--- config.mk ---
export PLATFORM = sky130hd
export DESIGN_NAME = alu_muldiv_seq_flat
export DESIGN_NICKNAME = d
export VERILOG_FILES = /design/src/rtl/alu_muldiv_seq_if.sv /design/src/rtl/alu_muldiv_seq.sv /design/src/flat_wrapper.sv
export SDC_FILE = /design/constraint.sdc
export NUM_CORES = 1
export LEC_CHECK = 0
export CAP_MARGIN = 20
export CELL_PAD_IN_SITES_DETAIL_PLACEMENT = 1
export CELL_PAD_IN_SITES_GLOBAL_PLACEMENT = 1
export CORE_MARGIN = 4
export CORE_UTILIZATION = 35
export CTS_BUF_LIST = sky130_fd_sc_hd__clkbuf_4
export DETAILED_ROUTE_END_ITERATION = 8
export PLACE_DENSITY = 0.9
export REMOVE_ABC_BUFFERS = 1
export SYNTH_ARGS = -nofsm -noshare
export SYNTH_HDL_FRONTEND = slang
export SYNTH_SLANG_ARGS = --single-unit
--- constraint.sdc ---
create_clock -name clk -period 2.31 [get_ports clk]
set_clock_uncertainty 0.2 [all_clocks]
set_input_delay 0.462 -clock clk [delete_from_list [all_inputs] [get_ports clk]]
set_output_delay 0.462 -clock clk [all_outputs]
set_load 0.01 [all_outputs]
--- src/rtl/alu_muldiv_seq_if.sv ---
// Handshake, result and ALU-drive bundle for the multi-cycle MULTU/DIVU sequencer.
// slave = sequencer side; master = requester and ALU side.
interface alu_muldiv_seq_if #(
  parameter int unsigned WIDTH = 32
);
  logic             start;
  logic             op;
  logic [WIDTH-1:0] opa;
  logic [WIDTH-1:0] opb;
  logic             busy;
  logic             done;
  logic [WIDTH-1:0] hi;
  logic [WIDTH-1:0] lo;
  logic             div_by_zero;
  logic [WIDTH-1:0] alu_a;
  logic [WIDTH-1:0] alu_b;
  logic             alu_cin;
  logic             alu_binv;
  logic [1:0]       alu_sel;
  logic [WIDTH-1:0] alu_result;
  logic             alu_co;

  modport slave (
    input  start, op, opa, opb, alu_result, alu_co,
    output busy, done, hi, lo, div_by_zero, alu_a, alu_b, alu_cin, alu_binv, alu_sel
  );

  modport master (
    output start, op, opa, opb, alu_result, alu_co,
    input  busy, done, hi, lo, div_by_zero, alu_a, alu_b, alu_cin, alu_binv, alu_sel
  );
endinterface

--- src/rtl/alu_muldiv_seq.sv ---
// Unsigned 32x32 multiply / 32/32 divide sequencer borrowing the datapath ALU,
// one shift-add or restoring-subtract step per clock; results in hi/lo.
module alu_muldiv_seq #(
  parameter int unsigned WIDTH = 32
) (
  input logic                clk,
  input logic                rst_n,
  alu_muldiv_seq_if.slave    bus
);

  localparam int unsigned CntW = $clog2(WIDTH);
  localparam logic [CntW-1:0] LastCnt = CntW'(WIDTH - 1);

  typedef enum logic [1:0] {StIdle, StIter, StDone} state_e;

  state_e           state_q, state_d;
  logic [CntW-1:0]  count_q;
  logic             op_q;
  logic [WIDTH-1:0] acc_q, acc_d;   // P (mul) / R (div)
  logic [WIDTH-1:0] dvs_q;          // M (mul) / D (div)
  logic [WIDTH-1:0] quo_q, quo_d;   // Q: multiplier shifting out / quotient shifting in
  logic [WIDTH-1:0] hi_q, lo_q;
  logic             dbz_q;
  logic             start_dbz;

  assign start_dbz = bus.op && (bus.opb == '0);

  always_comb begin
    state_d      = state_q;
    acc_d        = acc_q;
    quo_d        = quo_q;
    bus.alu_a    = '0;
    bus.alu_b    = '0;
    bus.alu_sel  = 2'b00;
    bus.alu_binv = 1'b0;
    bus.alu_cin  = 1'b0;
    case (state_q)
      StIdle: begin
        if (bus.start) state_d = start_dbz ? StDone : StIter;
      end
      StIter: begin
        bus.alu_sel = 2'b10;
        bus.alu_b   = dvs_q;
        if (!op_q) begin
          bus.alu_a = acc_q;
          if (quo_q[0]) begin
            {acc_d, quo_d} = {bus.alu_co, bus.alu_result, quo_q[WIDTH-1:1]};
          end else begin
            {acc_d, quo_d} = {1'b0, acc_q, quo_q[WIDTH-1:1]};
          end
        end else begin
          // Shifted remainder is 33 bits; its MSB is acc_q[WIDTH-1], so a set
          // MSB means the subtraction always fits regardless of the ALU carry.
          bus.alu_a    = {acc_q[WIDTH-2:0], quo_q[WIDTH-1]};
          bus.alu_binv = 1'b1;
          bus.alu_cin  = 1'b1;
          if (acc_q[WIDTH-1] || bus.alu_co) begin
            acc_d = bus.alu_result;
            quo_d = {quo_q[WIDTH-2:0], 1'b1};
          end else begin
            acc_d = {acc_q[WIDTH-2:0], quo_q[WIDTH-1]};
            quo_d = {quo_q[WIDTH-2:0], 1'b0};
          end
        end
        if (count_q == LastCnt) state_d = StDone;
      end
      StDone:  state_d = StIdle;
      default: state_d = StIdle;
    endcase
  end

  always_ff @(posedge clk or negedge rst_n) begin
    if (!rst_n) begin
      state_q <= StIdle;
      count_q <= '0;
      op_q    <= 1'b0;
      acc_q   <= '0;
      dvs_q   <= '0;
      quo_q   <= '0;
      hi_q    <= '0;
      lo_q    <= '0;
      dbz_q   <= 1'b0;
    end else begin
      state_q <= state_d;
      case (state_q)
        StIdle: begin
          if (bus.start) begin
            op_q    <= bus.op;
            count_q <= '0;
            acc_q   <= '0;
            dvs_q   <= bus.op ? bus.opb : bus.opa;
            quo_q   <= bus.op ? bus.opa : bus.opb;
            dbz_q   <= start_dbz;
            if (start_dbz) begin
              hi_q <= bus.opa;
              lo_q <= '1;
            end
          end
        end
        StIter: begin
          count_q <= count_q + 1'b1;
          acc_q   <= acc_d;
          quo_q   <= quo_d;
          if (count_q == LastCnt) begin
            hi_q <= acc_d;
            lo_q <= quo_d;
          end
        end
        default: ;
      endcase
    end
  end

  assign bus.busy        = (state_q == StIter);
  assign bus.done        = (state_q == StDone);
  assign bus.hi          = hi_q;
  assign bus.lo          = lo_q;
  assign bus.div_by_zero = dbz_q;

endmodule

--- src/flat_wrapper.sv ---
// flat-port wrapper written by rule: the top's interface ports become plain ports
module alu_muldiv_seq_flat 
#(
  parameter int unsigned WIDTH = 32
)
  (clk, rst_n, bus_start, bus_op, bus_opa, bus_opb, bus_alu_result, bus_alu_co, bus_busy, bus_done, bus_hi, bus_lo, bus_div_by_zero, bus_alu_a, bus_alu_b, bus_alu_cin, bus_alu_binv, bus_alu_sel);
  alu_muldiv_seq_if #(.WIDTH(WIDTH)) bus_i ();
  input logic clk;
  input logic rst_n;
  input wire logic [$bits(bus_i.start)-1:0] bus_start;
  input wire logic [$bits(bus_i.op)-1:0] bus_op;
  input wire logic [$bits(bus_i.opa)-1:0] bus_opa;
  input wire logic [$bits(bus_i.opb)-1:0] bus_opb;
  input wire logic [$bits(bus_i.alu_result)-1:0] bus_alu_result;
  input wire logic [$bits(bus_i.alu_co)-1:0] bus_alu_co;
  output wire logic [$bits(bus_i.busy)-1:0] bus_busy;
  output wire logic [$bits(bus_i.done)-1:0] bus_done;
  output wire logic [$bits(bus_i.hi)-1:0] bus_hi;
  output wire logic [$bits(bus_i.lo)-1:0] bus_lo;
  output wire logic [$bits(bus_i.div_by_zero)-1:0] bus_div_by_zero;
  output wire logic [$bits(bus_i.alu_a)-1:0] bus_alu_a;
  output wire logic [$bits(bus_i.alu_b)-1:0] bus_alu_b;
  output wire logic [$bits(bus_i.alu_cin)-1:0] bus_alu_cin;
  output wire logic [$bits(bus_i.alu_binv)-1:0] bus_alu_binv;
  output wire logic [$bits(bus_i.alu_sel)-1:0] bus_alu_sel;
  assign bus_i.start = bus_start;
  assign bus_i.op = bus_op;
  assign bus_i.opa = bus_opa;
  assign bus_i.opb = bus_opb;
  assign bus_i.alu_result = bus_alu_result;
  assign bus_i.alu_co = bus_alu_co;
  assign bus_busy = bus_i.busy;
  assign bus_done = bus_i.done;
  assign bus_hi = bus_i.hi;
  assign bus_lo = bus_i.lo;
  assign bus_div_by_zero = bus_i.div_by_zero;
  assign bus_alu_a = bus_i.alu_a;
  assign bus_alu_b = bus_i.alu_b;
  assign bus_alu_cin = bus_i.alu_cin;
  assign bus_alu_binv = bus_i.alu_binv;
  assign bus_alu_sel = bus_i.alu_sel;
  alu_muldiv_seq #(.WIDTH(WIDTH)) u_core (.clk(clk), .rst_n(rst_n), .bus(bus_i));
endmodule
==> impl_metrics.py <==
metrics = {
    "outcome": {
        "outcome": "finished with violations",
        "violations": "setup timing",
    },
    "floorplanning": {
        "die_y_microns": 174,
        "core-area_sq_um": 27100,
        "chipWidth_microns": 174,
        "dieArea_sq_um": 30400,
        "ios": 236,
        "rows": 60,
        "start_util": 0.357,
    },
    "synthesis": {
        "ys_warn_count": 0,
        "ys_seq_area_frac": 0.437,
        "synthTopCellsByArea": "dfrtp_1 (44%), mux2i_1 (9.9%), nand2_1 (8.7%)",
        "synth_edf_count": 0,
        "yosys.area.top_type": "dfrtp_1",
        "synth_seq_cells": 169,
        "postSynthAreaPerCell_sq_um": 9.31,
        "synth_top_area_frac": 0.437,
        "async_reset_ff_frac": 1.00,
        "syn_area_sq_um": 9680,
        "synth_ff_type": "dfrtp_1",
        "ys_types": 37,
        "synthTopCellsByCount": "nand2_1 (224), dfrtp_1 (169), o21ai_0 (99)",
        "yosysMostFrequentCell": "nand2_1",
        "synth_cells": 1039,
    },
    "placement": {
        "placed_area_sq_um": 13000,
        "pre_cts_ws_ns": -0.779,
        "place.gp.congestion": 0.780,
        "portBuffers": 234,
        "placedCellCount": 1646,
        "dp_hpwl_microns": 26200,
    },
    "clocking": {
        "cts_inserted_buffers": 17,
        "htree_levels": 4,
        "clock_latency_ns": 0.59,
        "cts_tree": "done",
        "cts_root_buf": "clkbuf_4",
        "clk_path_buf_depth": 2,
        "numClockSinks": 169,
        "cts.reportedPaths.clkPinSlew_ns": 0.16,
    },
    "drt": {
        "viasPerCell": 5.52,
        "dr.first_iter.drc_count": 809,
        "num_vias": 9652,
        "avgRoutedWirePerCell_microns": 23.7,
        "antenna_left": 0,
        "route.detailed.drc": 0,
        "routed_wl_microns": 41300,
        "first_pass_iters": 5,
    },
    "sta": {
        "tns_ns": -9.99,
        "tightestPinTransition_ns": 0.610,
        "min_period_ns": 2.59,
        "rsz0062_at_grt": "true",
        "final_hold_viol_count": 0,
        "period_share": 1.12,
        "fmax_mhz": 386,
        "setup_viol": 74,
        "drv_slew": 0,
        "slew_headroom": 0.594,
        "finalWorstSetupSlack_ns": -0.280,
    },
    "global_route": {
        "grt_util_all_layers": 0.248,
        "grt_max_degree": 67,
        "antenna_found_initial": 1,
        "overflow": 0,
        "grt_pass1_wl_microns": 60100,
        "first_global_vias": 10500,
    },
    "run": {
        "maxCapViolCount": 0,
    },
    "worst_setup_path": {
        "path_max_fanout": 7,
        "worst_r2r_endpoint": "u_core.bus.hi[4]",
        "required_ns": 1.65,
        "rr_startpoint": "u_core.op_q",
        "r2r_cells": 8,
        "crit_end": "bus_alu_binv",
        "crit_path_start": "u_core.op_q",
        "reg2reg_slack_ns": -0.06,
        "endpoint_kind": "output pin",
        "critPathLaunchType": "flop",
        "worstSetupPathType": "flop to output pin",
        "crit_arrival_ns": 1.93,
    },
    "final_layout": {
        "drive_above_1_share": 0.305,
        "fin_area_sq_um": 14700,
        "n_fill_cell": 2976,
        "multi_input_area_sq_um": 5500,
        "fin_cells": 1748,
        "fin_nets": 1465,
        "register_area_sq_um": 4230,
        "syn_to_final_growth_pct": 51.9,
    },
    "power_and_ir_drop": {
        "leakagePower_nw": 6.75,
        "power_density_nw_per_um2": 1510,
        "peakVddDrop_mv": 0.726,
        "total_power_mw": 22.3,
    },
    "worst_hold_path": {
        "holdCritPathClass": "input pin to flop",
    },
}
## worst max-delay path, cell delays in order (launching register included)
cell and delay [ns]:
dfrtp_4 0.59, buf_4 0.18, clkbuf_16 0.17, buf_4 0.14, and2_4 0.16, buf_6 0.11
## worst min-delay path by stage
stage	from	endpoint	slack, ns	depth (start not counted)
after floorplan	rst_n	u_core.acc_q[0]	-0.03	0
after global placement	rst_n	u_core.quo_q[11]	0.15	1
after detailed placement	rst_n	u_core.quo_q[11]	0.15	1
after CTS	rst_n	u_core.dvs_q[16]	0.02	2
after global routing	rst_n	u_core.quo_q[11]	0.03	2
final	bus_opb[6]	u_core.dvs_q[6]	0.07	3
## layer usage
metal  GRT usage  up-vias  share of wire
met2       0.424      395           0.50
met4      0.0855        0          0.030
met1       0.310     4925           0.41
li1            -     4251              -
met5           0        -              0
met3      0.0550       81          0.057
## layout by cell type, fill, tap and decap left out, drive strengths merged, types with 2 or more instances in the layout
master,instances
and2,34
o21ai,100
dfrtp,169
dlymetal6s2s,24
nand2,224
mux2i,96
nor3,2
nor2b,32
nor3b,2
a211oi,31
mux2,99
a21oi,35
nand4,2
buf,213
o22a,2
bufbuf,5
a22o,2
ha,2
nor4,6
nor2,69
clkdlybuf4s50,139
clkinv,4
inv,12
clkbuf,27
a21o,2
a311o,31
## registers in the layout, indices dropped and copies added, names as in the netlist
register and cells:
u_core.state_q 2, u_core.acc_q 32, u_core.dvs_q 32, u_core.bus.div_by_zero 1
u_core.bus.hi 32, u_core.quo_q 32, u_core.bus.lo 32, u_core.count_q 5
u_core.op_q 1
## cells by family (layout without fill, tap and decap cells)
family / Yosys count / after routing / synth area share
AND/OR/NAND/NOR: 377 / 377 / 0.170
AO/OA/AOI/OAI: 203 / 204 / 0.131
multiplexers: 195 / 195 / 0.214
flip-flops: 169 / 169 / 0.437
buffers and inverters: 92 / 427 / 0.0449
adder cells (fa/ha/maj): 2 / 2 / 0.00259
other: 1 / 2 / 0.000387
## final cells by class
type                    instances  area share
flip-flops and latches        169       0.288
inverters                       3     0.00179
repair buffers                392       0.284
multi-input cells             779       0.374
clock buffers                  17     0.00868
diodes                          1    0.000170
clock inverters                15      0.0117
well taps                     372      0.0317
## through the flow
stage / hold WS, ns / utilization
after global routing: 0.0310 / 0.542
after global placement: 0.155 / 0.480
after floorplan: -0.0336 / -
after detailed placement: 0.153 / 0.480
after CTS: 0.0250 / 0.513
final: 0.0700 / 0.542
## what timing repair did
action                                 in CTS  in global routing
gates resized for setup                   354                143
endpoints found under the hold margin     169                  0
buffers inserted                           34                 20
pin swaps                                  28                 38
hold buffers                                1                  0
setup endpoints to repair                 132                124
gates cloned                                9                 10
## where the power goes
group | total, mW | internal [mW] | leakage, nW | switching, mW
Sequential | 5.80 | 4.43 | 1.97 | 1.37
Clock | 1.93 | 0.601 | 0.162 | 1.33
Combinational | 14.5 | 7.63 | 4.62 | 6.90
Total | 22.3 | 12.7 | 6.75 | 9.60
(Power assumes the default switching activity.)
